[src/rtl/kpke_ct_encoder_pkg.sv]
// Shared constants, types and FSM encoding for the K-PKE ciphertext packer.
// Optional build macro consumed by the encoder: KPKE_CT_ENC_RANGE_CHECK_EN.
package kpke_ct_encoder_pkg;

    localparam int K  = 3;
    localparam int N  = 256;
    localparam int Q  = 3329;
    localparam int DU = 10;
    localparam int DV = 4;

    localparam int C_BYTES    = N / 8 * (K * DU + DV);
    localparam int U_COEFFS   = K * N;
    localparam int ALL_COEFFS = K * N + N;

    localparam int ACC_W  = 18;
    localparam int BC_W   = 5;
    localparam int CNT_W  = 10;
    localparam int BCNT_W = 11;

    // floor(n / Q) == (n * RECIP_M) >> RECIP_SHIFT holds for every n below 2^23
    localparam int          RECIP_SHIFT = 35;
    localparam logic [23:0] RECIP_M     =
        24'(((64'd1 << RECIP_SHIFT) + 64'(Q) - 64'd1) / 64'(Q));

    typedef logic [11:0] coeff_t;

    typedef enum logic [1:0] {
        ST_IDLE = 2'd0,
        ST_U    = 2'd1,
        ST_V    = 2'd2,
        ST_DONE = 2'd3
    } state_e;

endpackage

[src/rtl/kpke_ct_encoder_if.sv]
// Coefficient input stream and packed-byte output stream of the ciphertext packer.
interface kpke_ct_encoder_if;
    import kpke_ct_encoder_pkg::*;

    coeff_t      coeff;
    logic        coeff_valid;
    logic        coeff_ready;
    logic [7:0]  byte_out;
    logic        byte_valid;
    logic        byte_ready;
    logic        byte_last;

    modport master (
        output coeff,
        output coeff_valid,
        input  coeff_ready,
        input  byte_out,
        input  byte_valid,
        output byte_ready,
        input  byte_last
    );

    modport slave (
        input  coeff,
        input  coeff_valid,
        output coeff_ready,
        output byte_out,
        output byte_valid,
        input  byte_ready,
        output byte_last
    );

endinterface

[src/rtl/kpke_ct_encoder_compress.sv]
// Combinational Compress_d: round(x * 2^d / Q) mod 2^d via reciprocal multiply, d chosen at run time.
module kpke_ct_encoder_compress
    import kpke_ct_encoder_pkg::*;
(
    input  coeff_t      x_i,
    input  logic [3:0]  d_i,
    output logic [9:0]  c_o
);

    logic [22:0] num;
    logic [46:0] prod;
    logic [9:0]  mask;

    always_comb begin
        num  = (23'(x_i) << d_i) + 23'd1664;
        prod = 47'(num) * 47'(RECIP_M);
        mask = (10'd1 << d_i) - 10'd1;
        c_o  = 10'(prod >> RECIP_SHIFT) & mask;
    end

endmodule

[src/rtl/kpke_ct_encoder.sv]
// K-PKE ciphertext packer: compresses K*N u-coefficients then N v-coefficients and packs them LSB-first.
// Optional build macro: KPKE_CT_ENC_RANGE_CHECK_EN adds the sticky range_err_o output.
module kpke_ct_encoder
    import kpke_ct_encoder_pkg::*;
(
    input  logic              clk,
    input  logic              rst,
    input  logic              start_i,
    kpke_ct_encoder_if.slave  bus,
    output logic              busy_o,
    output logic              done_o
`ifdef KPKE_CT_ENC_RANGE_CHECK_EN
    ,
    output logic              range_err_o
`endif
);

    state_e              state_q, state_d;
    logic [ACC_W-1:0]    acc_q, acc_d;
    logic [BC_W-1:0]     bc_q, bc_d;
    logic [CNT_W-1:0]    coeff_cnt_q, coeff_cnt_d;
    logic [BCNT_W-1:0]   byte_cnt_q, byte_cnt_d;
    logic                coeffs_all_q, coeffs_all_d;

    logic                active;
    logic                more_coeffs;
    logic                coeff_ready;
    logic                byte_valid;
    logic                byte_last;
    logic                push;
    logic                pop;
    logic [3:0]          d_cur;
    coeff_t              x_sel;
    logic [9:0]          comp_c;

`ifdef KPKE_CT_ENC_RANGE_CHECK_EN
    logic                range_err_q, range_err_d;
    logic                coeff_over;

    assign coeff_over  = bus.coeff >= coeff_t'(Q);
    assign x_sel       = coeff_over ? bus.coeff - coeff_t'(Q) : bus.coeff;
    assign range_err_o = range_err_q;
`else
    assign x_sel       = bus.coeff;
`endif

    kpke_ct_encoder_compress u_compress (
        .x_i (x_sel),
        .d_i (d_cur),
        .c_o (comp_c)
    );

    // Handshake qualifiers look only at registered state, so push and pop never coincide.
    always_comb begin
        active      = (state_q == ST_U) || (state_q == ST_V);
        d_cur       = (state_q == ST_V) ? 4'(DV) : 4'(DU);
        more_coeffs = 1'b0;
        if (state_q == ST_U) begin
            more_coeffs = coeff_cnt_q < CNT_W'(U_COEFFS);
        end else if (state_q == ST_V) begin
            more_coeffs = !coeffs_all_q;
        end
        coeff_ready = active && (bc_q < BC_W'(8)) && more_coeffs;
        byte_valid  = bc_q >= BC_W'(8);
        byte_last   = byte_valid && (byte_cnt_q == BCNT_W'(C_BYTES - 1));
        push        = coeff_ready && bus.coeff_valid;
        pop         = byte_valid && bus.byte_ready;
    end

    assign bus.coeff_ready = coeff_ready;
    assign bus.byte_valid  = byte_valid;
    assign bus.byte_last   = byte_last;
    assign bus.byte_out    = acc_q[7:0];
    assign busy_o          = active;
    assign done_o          = (state_q == ST_DONE);

    always_comb begin
        state_d      = state_q;
        acc_d        = acc_q;
        bc_d         = bc_q;
        coeff_cnt_d  = coeff_cnt_q;
        byte_cnt_d   = byte_cnt_q;
        coeffs_all_d = coeffs_all_q;
`ifdef KPKE_CT_ENC_RANGE_CHECK_EN
        range_err_d  = range_err_q;
`endif
        unique case (state_q)
            ST_IDLE: begin
                if (start_i) begin
                    state_d      = ST_U;
                    acc_d        = '0;
                    bc_d         = '0;
                    coeff_cnt_d  = '0;
                    byte_cnt_d   = '0;
                    coeffs_all_d = 1'b0;
`ifdef KPKE_CT_ENC_RANGE_CHECK_EN
                    range_err_d  = 1'b0;
`endif
                end
            end
            ST_U, ST_V: begin
                if (push) begin
                    acc_d = acc_q | (ACC_W'(comp_c) << bc_q);
                    bc_d  = bc_q + BC_W'(d_cur);
                    // The last v coefficient raises a flag instead of wrapping the counter.
                    if (coeff_cnt_q == CNT_W'(ALL_COEFFS - 1)) begin
                        coeffs_all_d = 1'b1;
                    end else begin
                        coeff_cnt_d = coeff_cnt_q + CNT_W'(1);
                    end
`ifdef KPKE_CT_ENC_RANGE_CHECK_EN
                    if (coeff_over) begin
                        range_err_d = 1'b1;
                    end
`endif
                end
                if (pop) begin
                    acc_d      = acc_q >> 8;
                    bc_d       = bc_q - BC_W'(8);
                    byte_cnt_d = byte_cnt_q + BCNT_W'(1);
                end
                if ((state_q == ST_U) && (coeff_cnt_q == CNT_W'(U_COEFFS))
                        && (bc_q < BC_W'(8))) begin
                    state_d = ST_V;
                end
                if ((state_q == ST_V) && pop && byte_last) begin
                    state_d = ST_DONE;
                end
            end
            ST_DONE: begin
                state_d = ST_IDLE;
            end
            default: begin
                state_d = ST_IDLE;
            end
        endcase
    end

    always_ff @(posedge clk or posedge rst) begin
        if (rst) begin
            state_q      <= ST_IDLE;
            acc_q        <= '0;
            bc_q         <= '0;
            coeff_cnt_q  <= '0;
            byte_cnt_q   <= '0;
            coeffs_all_q <= 1'b0;
`ifdef KPKE_CT_ENC_RANGE_CHECK_EN
            range_err_q  <= 1'b0;
`endif
        end else begin
            state_q      <= state_d;
            acc_q        <= acc_d;
            bc_q         <= bc_d;
            coeff_cnt_q  <= coeff_cnt_d;
            byte_cnt_q   <= byte_cnt_d;
            coeffs_all_q <= coeffs_all_d;
`ifdef KPKE_CT_ENC_RANGE_CHECK_EN
            range_err_q  <= range_err_d;
`endif
        end
    end

endmodule
[src/flat_wrapper.sv]
// flat-port wrapper written by rule: the top's interface ports become plain ports
module kpke_ct_encoder_flat import kpke_ct_encoder_pkg::*;
  (clk, rst, start_i, busy_o, done_o, bus_coeff, bus_coeff_valid, bus_coeff_ready, bus_byte_out, bus_byte_valid, bus_byte_ready, bus_byte_last);
  kpke_ct_encoder_if bus_i ();
  input  logic clk;
  input  logic rst;
  input  logic start_i;
  output logic busy_o;
  output logic done_o;
  input wire logic [$bits(bus_i.coeff)-1:0] bus_coeff;
  input wire logic [$bits(bus_i.coeff_valid)-1:0] bus_coeff_valid;
  output wire logic [$bits(bus_i.coeff_ready)-1:0] bus_coeff_ready;
  output wire logic [$bits(bus_i.byte_out)-1:0] bus_byte_out;
  output wire logic [$bits(bus_i.byte_valid)-1:0] bus_byte_valid;
  input wire logic [$bits(bus_i.byte_ready)-1:0] bus_byte_ready;
  output wire logic [$bits(bus_i.byte_last)-1:0] bus_byte_last;
  assign bus_i.coeff = bus_coeff;
  assign bus_i.coeff_valid = bus_coeff_valid;
  assign bus_coeff_ready = bus_i.coeff_ready;
  assign bus_byte_out = bus_i.byte_out;
  assign bus_byte_valid = bus_i.byte_valid;
  assign bus_i.byte_ready = bus_byte_ready;
  assign bus_byte_last = bus_i.byte_last;
  kpke_ct_encoder u_core (.clk(clk), .rst(rst), .start_i(start_i), .bus(bus_i), .busy_o(busy_o), .done_o(done_o));
endmodule
[config.mk]
export PLATFORM = sky130hd
export DESIGN_NAME = kpke_ct_encoder_flat
export DESIGN_NICKNAME = d
export VERILOG_FILES = /design/src/rtl/kpke_ct_encoder_pkg.sv /design/src/rtl/kpke_ct_encoder_if.sv /design/src/rtl/kpke_ct_encoder_compress.sv /design/src/rtl/kpke_ct_encoder.sv /design/src/flat_wrapper.sv
export SDC_FILE = /design/constraint.sdc
export NUM_CORES = 1
export LEC_CHECK = 0
export ABC_AREA = 1
export CAP_MARGIN = 0
export CORE_MARGIN = 2
export CORE_UTILIZATION = 64
export DETAILED_ROUTE_END_ITERATION = 10
export GPL_TIMING_DRIVEN = 0
export PLACE_DENSITY = 0.88
export SETUP_SLACK_MARGIN = 0.2
export SYNTH_ARGS = -nofsm -noshare
export SYNTH_HDL_FRONTEND = slang
export SYNTH_SLANG_ARGS = --single-unit
[constraint.sdc]
create_clock -name clk -period 9.3 [get_ports clk]
set_input_delay 1.395 -clock clk [delete_from_list [all_inputs] [get_ports clk]]
set_output_delay 1.395 -clock clk [all_outputs]
set_load 0.02 [all_outputs]
== Word level (Yosys, flattened, before mapping) ==
Index checks and enable logic that the tools add are counted.
Widths: inputs -> output; s select.
Storage, ports and cells
  flip-flop bits (word level): 47
  bits in latches: 0
  memory bits (writable): 0
  bits in read-only memories: 0
  output and inout port bits: 13
  memories kept: 0
Cells by class
  add/subtract/negate cells: 6
  multipliers: 1
  div/mod/pow operators: 0
  $lt $le $gt $ge: 3
  equality and inequality tests: 13
  shifts and indexed selects: 3
  muxes and demuxes: 26
  bitwise operators: 2
  reductions and logical operators: 19
Operators with widths (count)
  $mux 18: 3
  $mul 23x22->43 const B: 1
  $pmux 18 s2: 1
  $mux 10: 3
  $add 23x11->23 const B: 1
  $shl 12x4->23: 1
  $mux 11: 2
  $pmux 11 s2: 1
  $eq 10x10->1 const B: 2
  $pmux 10 s2: 1
  $or 18x18->18: 1
  $shl 10x5->18: 1
  $mux 5: 3
  $add 11x1->11 const B: 1
  $eq 11x11->1 const B: 1
  $add 10x1->10 const B: 1
  $and 10x10->10: 1
  $lt 10x10->1 const B: 1
  $pmux 5 s2: 1
  $shl 1x4->10 const A: 1
  $sub 10x1->10 const B: 1
  $logic_and 1x1->1: 9
  $reduce_and 4->1: 2
  $mux 2: 3
  other kinds (20): 30

== Longest topological paths before layout ==
Gate-level depths: netlist of the first run.
  depth in word-level cells: 11
  depth in mapped cells: 51
  mapped depth without buffers: 50

== By module ==
A second synthesis of the first run with hierarchy kept.
Second synthesis, totals
  cell total of the unflattened synthesis: 1842
  area, all modules: 14844.2 µm²
By module, submodules not included
  kpke_ct_encoder_compress: instances 1, cells each 1364, area each 11491.0 µm², seq. area each 0.0 µm²
  kpke_ct_encoder: instances 1, cells each 478, area each 3353.2 µm², seq. area each 1151.1 µm²

== Least setup slack after synthesis of the first run ==
Ideal clock, no wire load.
  path kind: input -> register
  start: input port bus_coeff[0]
  end: register u_core.acc_q[4]
  library setup time: 77 ps
  arrival: 8574 ps
  required time: 9223 ps
  path slack: 649 ps
  stages on the path: 38
  path buffers: 0
  cell sequence: nand2_1 -> o21ai_0 -> ha_1 -> nor2_1 -> nand2_1 -> nand2_2 -> nor2_4 -> nand2_2 -> nor2_4 -> nand4_1 -> xnor2_1 -> inv_1 -> fa_1 -> inv_1 -> fa_1 -> inv_1 -> fa_1 -> inv_1 -> [2 not listed] -> fa_1 -> inv_1 -> fa_1 -> inv_1 -> ha_1 -> nand2_1 -> nor2_1 -> inv_1 -> nor2_1 -> nand3_1 -> or2_2 -> nand3_1 -> nand2_1 -> o21ai_0 -> nand3_1 -> nand2_1 -> nand2_1 -> a21oi_1
Between the ends
  longest elaborated chain between the ends: 9
Ends and longest elaborated chain
  start: declaration: line flat_wrapper.sv:10  | input wire logic [$bits(bus_i.coeff)-1:0] bus_coeff;
  $shl 12x4->23: line kpke_ct_encoder_compress.sv:15  | num = (23'(x_i) << d_i) + 23'd1664;
  $add 23x11->23: line kpke_ct_encoder_compress.sv:15
  $mul 23x22->43: line kpke_ct_encoder_compress.sv:16  | prod = 47'(num) * 47'(RECIP_M);
  $and 10x10->10: line kpke_ct_encoder_compress.sv:18  | c_o = 10'(prod >> RECIP_SHIFT) & mask;
  $shl 10x5->18: line kpke_ct_encoder.sv:103  | acc_d = acc_q | (ACC_W'(comp_c) << bc_q);
  $or 18x18->18: line kpke_ct_encoder.sv:103
  $mux 18: line kpke_ct_encoder.sv:102  | if (push) begin
  $mux 18: line kpke_ct_encoder.sv:117  | if (pop) begin
  $pmux 18 s2: line kpke_ct_encoder.sv:87  | unique case (state_q)
  end signal: assignment: line kpke_ct_encoder.sv:142  | acc_q <= '0;
  end signal: assignment: line kpke_ct_encoder.sv:152  | acc_q <= acc_d;
  end: declaration: line kpke_ct_encoder.sv:19  | logic [ACC_W-1:0] acc_q, acc_d;
No other way between the ends. The select of a mux whose other input is x is not followed.
A chain may end at the register's enable or synchronous reset.

== Final worst setup path of the first run ==
  start: input port bus_coeff[0]
  end: register u_core.acc_q[6]
The elaborated chain is that of the path after synthesis.

==> results of run 1 <==
==> kinds of logic (layout without fill, tap and decap cells) <==
| logic type | after synthesis | count (layout) | synth area share |
|---|---|---|---|
| xor gates and xnor gates | 39 | 39 | 0.0255 |
| other | 2 | 30 | 0.000538 |
| buffers and inverters | 500 | 571 | 0.139 |
| DFF | 46 | 46 | 0.0824 |
| and+or+nand+nor | 594 | 594 | 0.188 |
| muxes | 1 | 1 | 0.000806 |
| AOI/OAI and AO/OA | 187 | 187 | 0.0764 |
| adders and majority gates | 419 | 419 | 0.487 |
==> cells in the final DEF (no fill, tap or decap), types with 14 or more instances in the layout <==
master / Yosys / final
o21ai_0: 44 / 32
conb_1: 2 / 28
nor2_2: 3 / 18
clkdlybuf4s50_1: 0 / 21
o21bai_1: 16 / 15
clkbuf_1: 13 / 14
inv_1: 464 / 449
nand2_1: 288 / 270
a21oi_1: 92 / 84
inv_2: 4 / 16
fa_1: 208 / 207
nor3_1: 19 / 16
dfrtp_1: 46 / 45
nand3_1: 69 / 65
nand4_1: 30 / 30
nor2_1: 138 / 117
ha_1: 211 / 201
xor2_1: 31 / 24
nand2_2: 8 / 23
buf_4: 10 / 40
==> sequential cells by signal, indices dropped and copies added, names as in the netlist <==
name                 cells
u_core.bc_q              4
u_core.acc_q            18
u_core.coeffs_all_q      1
u_core.state_q           2
u_core.coeff_cnt_q      10
u_core.byte_cnt_q       11
==> stage by stage <==
step	hold slack [ns]	instances	setup TNS (ns)	setup WS [ns]
after CTS	0.516	2147	0	0.208
after floorplan	0.463	1814	0	0.649
after global placement	0.491	2123	-20.70	-1.32
final	0.515	2167	0	0.369
after detailed placement	0.503	2124	-22.40	-1.37
after global routing	0.537	2167	0	0.0831
==> layer usage <==
layer,wire [um],part of all wire
met2,17900,0.44
met5,45,0.0011
met4,2230,0.055
met1,16600,0.41
met3,3490,0.087
==> path summary, 6_finish.rpt <==
check | to | cells past startpoint
hold / removal | u_core.coeffs_all_q | 1
setup / recovery | u_core.acc_q[6] | 42
hold reg to reg | u_core.coeffs_all_q | 1
min in group asynchronous | u_core.acc_q[4] | 2
setup reg to reg | u_core.acc_q[6] | 46
max in group asynchronous | u_core.state_q[0] | 3
==> cell type report <==
cell class	count	area share
clock inverters	1	0.00191
diodes	2	0.000319
well taps	280	0.0223
repair buffers	63	0.0351
plain buffers	30	0.0135
multi-input cells	1268	0.732
inverters	470	0.113
flip-flops and latches	46	0.0734
clock buffers	7	0.00845
==> timing repair <==
| action | CTS | global route |
|---|---|---|
| setup endpoints to repair | 18 | 18 |
| setup buffers | 15 | 18 |
| pin swaps | 20 | 34 |
| resized for setup | 55 | 112 |
==> flow_metrics.env, run 1 <==
export IMPL_cts_sinks=46
export IMPL_grt_pass1_wl_um=62200
export IMPL_critPathLaunch="bus_coeff[0]"
export IMPL_cts_root_buf="clkbuf_16"
export IMPL_path_buf_inv=7
export IMPL_synth_async_reset_ratio=1.00
export IMPL_crit_type="primary input to flop"
export IMPL_use_met3=0.0659
export IMPL_grt_ovfl_total=0
export IMPL_grt_start_max_net_pins=39
export IMPL_max_freq_mhz=112
export IMPL_maxCapViolCount=0
export IMPL_r2r_slack_ns=0.43
export IMPL_core_area_mm2=0.0216
export IMPL_fin_nets=2320
export IMPL_clock_skew_ns=0.00315
export IMPL_synth_ff_type="dfrtp_1"
export IMPL_gp_congestion=1.06
export IMPL_die_w_um=152
export IMPL_synth_top_cell_by_area="fa_1"
export IMPL_cts_clk_slew_worst_paths_ns=0.06
export IMPL_syn_area_per_cell_um2=7.81
export IMPL_worstHoldStart="u_core.coeffs_all_q"
export IMPL_cts_buffers=5
export IMPL_rsz0062_at_grt="no"
export IMPL_postRouteAntennaNets=0
export IMPL_hold_viol_final=0
export IMPL_cts_tree="yes"
export IMPL_num_vias=12349
export IMPL_slew_viol_final=0
export IMPL_synthTopCellsByCount="inv_1 (464), nand2_1 (288), ha_1 (211), fa_1 (208), nor2_1 (138)"
export IMPL_cts_buffer_depth=2
export IMPL_die_area_mm2=0.0230
export IMPL_fp_dieH_um=152
export IMPL_grt_pass1_vias=12224
export IMPL_period_needed_ns=8.93
export IMPL_yosysTopAreaCellShare=0.298
export IMPL_wl_um=40300
export IMPL_worstPathMaxFanout=5
export IMPL_fillCellCount=1641
export IMPL_critPathLaunchType="primary input"
export IMPL_vias_per_cell=5.70
export IMPL_num_rows=54
export IMPL_ys_ff_latch=46
export IMPL_synth_cell_type_count=55
export IMPL_cts_hold_buf=0
export IMPL_antenna_found_initial=2
export IMPL_synth_edf_count=0
export IMPL_drtIter0Drc=1319
export IMPL_final_util=0.726
export IMPL_area_growth_pct=12.4
export IMPL_required_ns=9.48
export IMPL_io_pins=30
export IMPL_clk_latency_ns=0.29
export IMPL_cp_end_kind="flop"
export IMPL_critPathSlowestCell="fa_1"
export IMPL_arrival_ns=9.11
export IMPL_multi_input_area_mm2=0.0115
export IMPL_synth_cell_area_mm2=0.0140
export IMPL_placed_cell_area_mm2=0.0147
export IMPL_port_buffers=29
export IMPL_drive_above_1_share=0.109
export IMPL_ys_seq_area_frac=0.0824
export IMPL_use_met2=0.554
export IMPL_drc=0
export IMPL_min_period_over_period=0.960
export IMPL_worst_pin_slew_ns=0.587
export IMPL_routedWlPerCell_um=18.6
export IMPL_drtPass1Iterations=5
export IMPL_synthMostInstantiatedCell="inv_1"
export IMPL_yosys_warnings=0
export IMPL_fin_area_mm2=0.0157
export IMPL_slew_limit_headroom=0.607
export IMPL_regToRegStartpoint="u_core.state_q[0]"
export IMPL_worst_path_most_repeated_cell="nand2_1"
export IMPL_register_area_mm2=0.00115
export IMPL_synth_area_leaders="fa_1 (30%), ha_1 (19%), inv_1 (12%)"
export IMPL_setup_violations=0
export IMPL_slowest_delay_ns=0.66
export IMPL_grt_usage=0.357
export IMPL_postSynthCellCount=1788
export IMPL_hpwlAfterDp_um=33300
export IMPL_cp_top_family="adder cells"
export IMPL_initial_utilization=0.646
export IMPL_use_met1=0.499
export IMPL_hp_class="flop to flop"
export IMPL_status="finished, final reports clean"
export IMPL_gr_max_usage_layer="met2"
export IMPL_htreeDepth=2
Power of run 1 is not shown: default switching activity piles up to over one toggle a cycle in this logic, so the estimate is an artifact.
==> inputs of run 2 (changes only) <==
HOLD_SLACK_MARGIN = 0.03   (was default)
==> results of run 2 <==
Final layout, timing and power as in run 1 (identical DEF).
Power of run 2 is left out for the same reason.
==> inputs of run 3 (changes only) <==
REMOVE_ABC_BUFFERS = 1   (was default)
SKIP_LAST_GASP = 1   (was default)
==> run 3 against run 2 <==
Cell count down 0.69%. Critical path depth down 1. Hold slack better by 0.0023 ns. Count of clock-buffer cells in the layout unchanged. First-iteration DRC count down 7.3%. Critical path type unchanged. Critical endpoint is now u_core.acc_q[8]. Largest cell class unchanged. Highest routed layer is now met4.
==> flow_metrics.env, run 3 (same netlist as run 1, synthesis figures left out) <==
export IMPL_critPathLaunchType="primary input"
export IMPL_io_pins=30
export IMPL_wl_um=41600
export IMPL_dp_cells=2094
export IMPL_clock_skew_ns=0.00536
export IMPL_htreeDepth=2
export IMPL_cts_clk_slew_worst_paths_ns=0.06
export IMPL_required_ns=9.52
export IMPL_initial_utilization=0.646
export IMPL_whs_ns=0.518
export IMPL_die_w_um=152
export IMPL_place_ws_ns=-1.42
export IMPL_final_cell_mix="inv_1 (441), nand2_1 (254), fa_1 (204), ha_1 (193), nor2_1 (114)"
export IMPL_cts_buffers=5
export IMPL_register_area_mm2=0.00115
export IMPL_regToRegStartpoint="u_core.state_q[0]"
export IMPL_r2r_end="u_core.acc_q[8]"
export IMPL_antenna_found_initial=0
export IMPL_vias_per_cell=5.75
export IMPL_grt_ovfl_total=0
export IMPL_grt_pass1_vias=12015
export IMPL_gp_congestion=0.984
export IMPL_hp_class="flop to flop"
export IMPL_largest_register="u_core.acc_q"
export IMPL_grt_start_max_net_pins=40
export IMPL_setup_ws_ns=0.110
export IMPL_worstHoldStart="u_core.byte_cnt_q[0]"
export IMPL_routedWlPerCell_um=19.3
export IMPL_worst_path_most_repeated_cell="inv_1"
export IMPL_fin_nets=2307
export IMPL_area_growth_pct=14.3
export IMPL_num_vias=12381
export IMPL_cts_root_buf="clkbuf_16"
export IMPL_grt_usage=0.346
export IMPL_max_freq_mhz=109
export IMPL_die_area_mm2=0.0230
export IMPL_fin_cells=2152
export IMPL_min_period_over_period=0.988
export IMPL_reg_top3="u_core.acc_q (18), u_core.byte_cnt_q (11), u_core.coeff_cnt_q (10)"
export IMPL_fillCellCount=1595
export IMPL_worst_pin_slew_ns=1.04
export IMPL_slew_viol_final=0
export IMPL_holdPathStages=1
export IMPL_hold_viol_final=0
export IMPL_r2r_slack_ns=0.29
export IMPL_critPathSlowestCell="fa_1"
export IMPL_fp_dieH_um=152
export IMPL_final_common_cell="inv_1"
export IMPL_slowest_delay_ns=0.64
export IMPL_num_rows=54
export IMPL_cts_tree="yes"
export IMPL_port_buffers=29
export IMPL_maxCapViolCount=0
export IMPL_worstPathMaxFanout=5
export IMPL_drtIter0Drc=1223
export IMPL_slew_limit_headroom=0.301
export IMPL_status="finished, final reports clean"
export IMPL_core_area_mm2=0.0216
export IMPL_arrival_ns=9.41
export IMPL_cts_buffer_depth=2
export IMPL_hpwlAfterDp_um=32600
export IMPL_grt_pass1_wl_um=61100
export IMPL_period_needed_ns=9.19
export IMPL_clk_latency_ns=0.29
export IMPL_cts_hold_buf=0
export IMPL_worst_r2r_cell_count=43
export IMPL_drc=0
export IMPL_whs_endpoint="u_core.byte_cnt_q[0]"
export IMPL_postRouteAntennaNets=0
export IMPL_cts_sinks=46
export IMPL_setup_violations=0
export IMPL_antennaDiodeCount=0
export IMPL_largest_reg_flops=18
export IMPL_cp_end_kind="flop"
export IMPL_drtPass1Iterations=6
export IMPL_drive_above_1_share=0.138
export IMPL_crit_type="primary input to flop"
export IMPL_multi_input_area_mm2=0.0118
run 3: how the worst max path moves through the flow:
| stage | from | slack (ns) | depth (start not counted) | endpoint |
|---|---|---|---|---|
| after detailed placement | bus_coeff[0] | -1.42 | 39 | u_core.acc_q[4] |
| after global routing | bus_coeff[8] | -0.20 | 41 | u_core.acc_q[8] |
| after CTS | bus_coeff[5] | 0.20 | 45 | u_core.acc_q[6] |
| final | bus_coeff[8] | 0.11 | 41 | u_core.acc_q[8] |
| after floorplan | bus_coeff[0] | 0.60 | 41 | u_core.acc_q[14] |
| after global placement | bus_coeff[0] | -1.28 | 42 | u_core.acc_q[14] |
run 3: layout make-up:
cell class                 count  share of cell area
multi-input combinational   1268               0.741
inverter                     470               0.112
sequential                    46              0.0721
timing repair buffer          80              0.0438
tap                          280              0.0220
clock buffer                   7             0.00894
clock inverter                 1            0.000314
run 3: timing repair:
item	CTS	global route
setup endpoints to repair	18	18
buffers inserted	16	34
pin swaps	20	72
resized for setup	56	167
run 3: through the flow:
step,instance area (um2),TNS [ns],util
detailed placement,14600,-23.54,0.673
global route,16000,-1.85,0.738
CTS,15100,0,0.696
finish,16000,0,0.738
floorplan,13900,0,-
global placement,14500,-21.36,0.672
run 3: layer usage:
metal / GRT usage / wire length [um] / vias up
li1: - / - / 5630
met1: 0.479 / 16200 / 5873
met2: 0.545 / 18700 / 694
met3: 0.0584 / 3860 / 184
met4: 0.139 / 2810 / 0
met5: 0 / 0 / -
run 3: critical path: cells and delay by family:
kind / cells / cell delay, ns
fa+ha+maj: 8 / 3.94
simple gates: 17 / 2.09
buf+inv: 13 / 1.51
compound gates: 3 / 0.44
Power of run 3 is left out for the same reason.
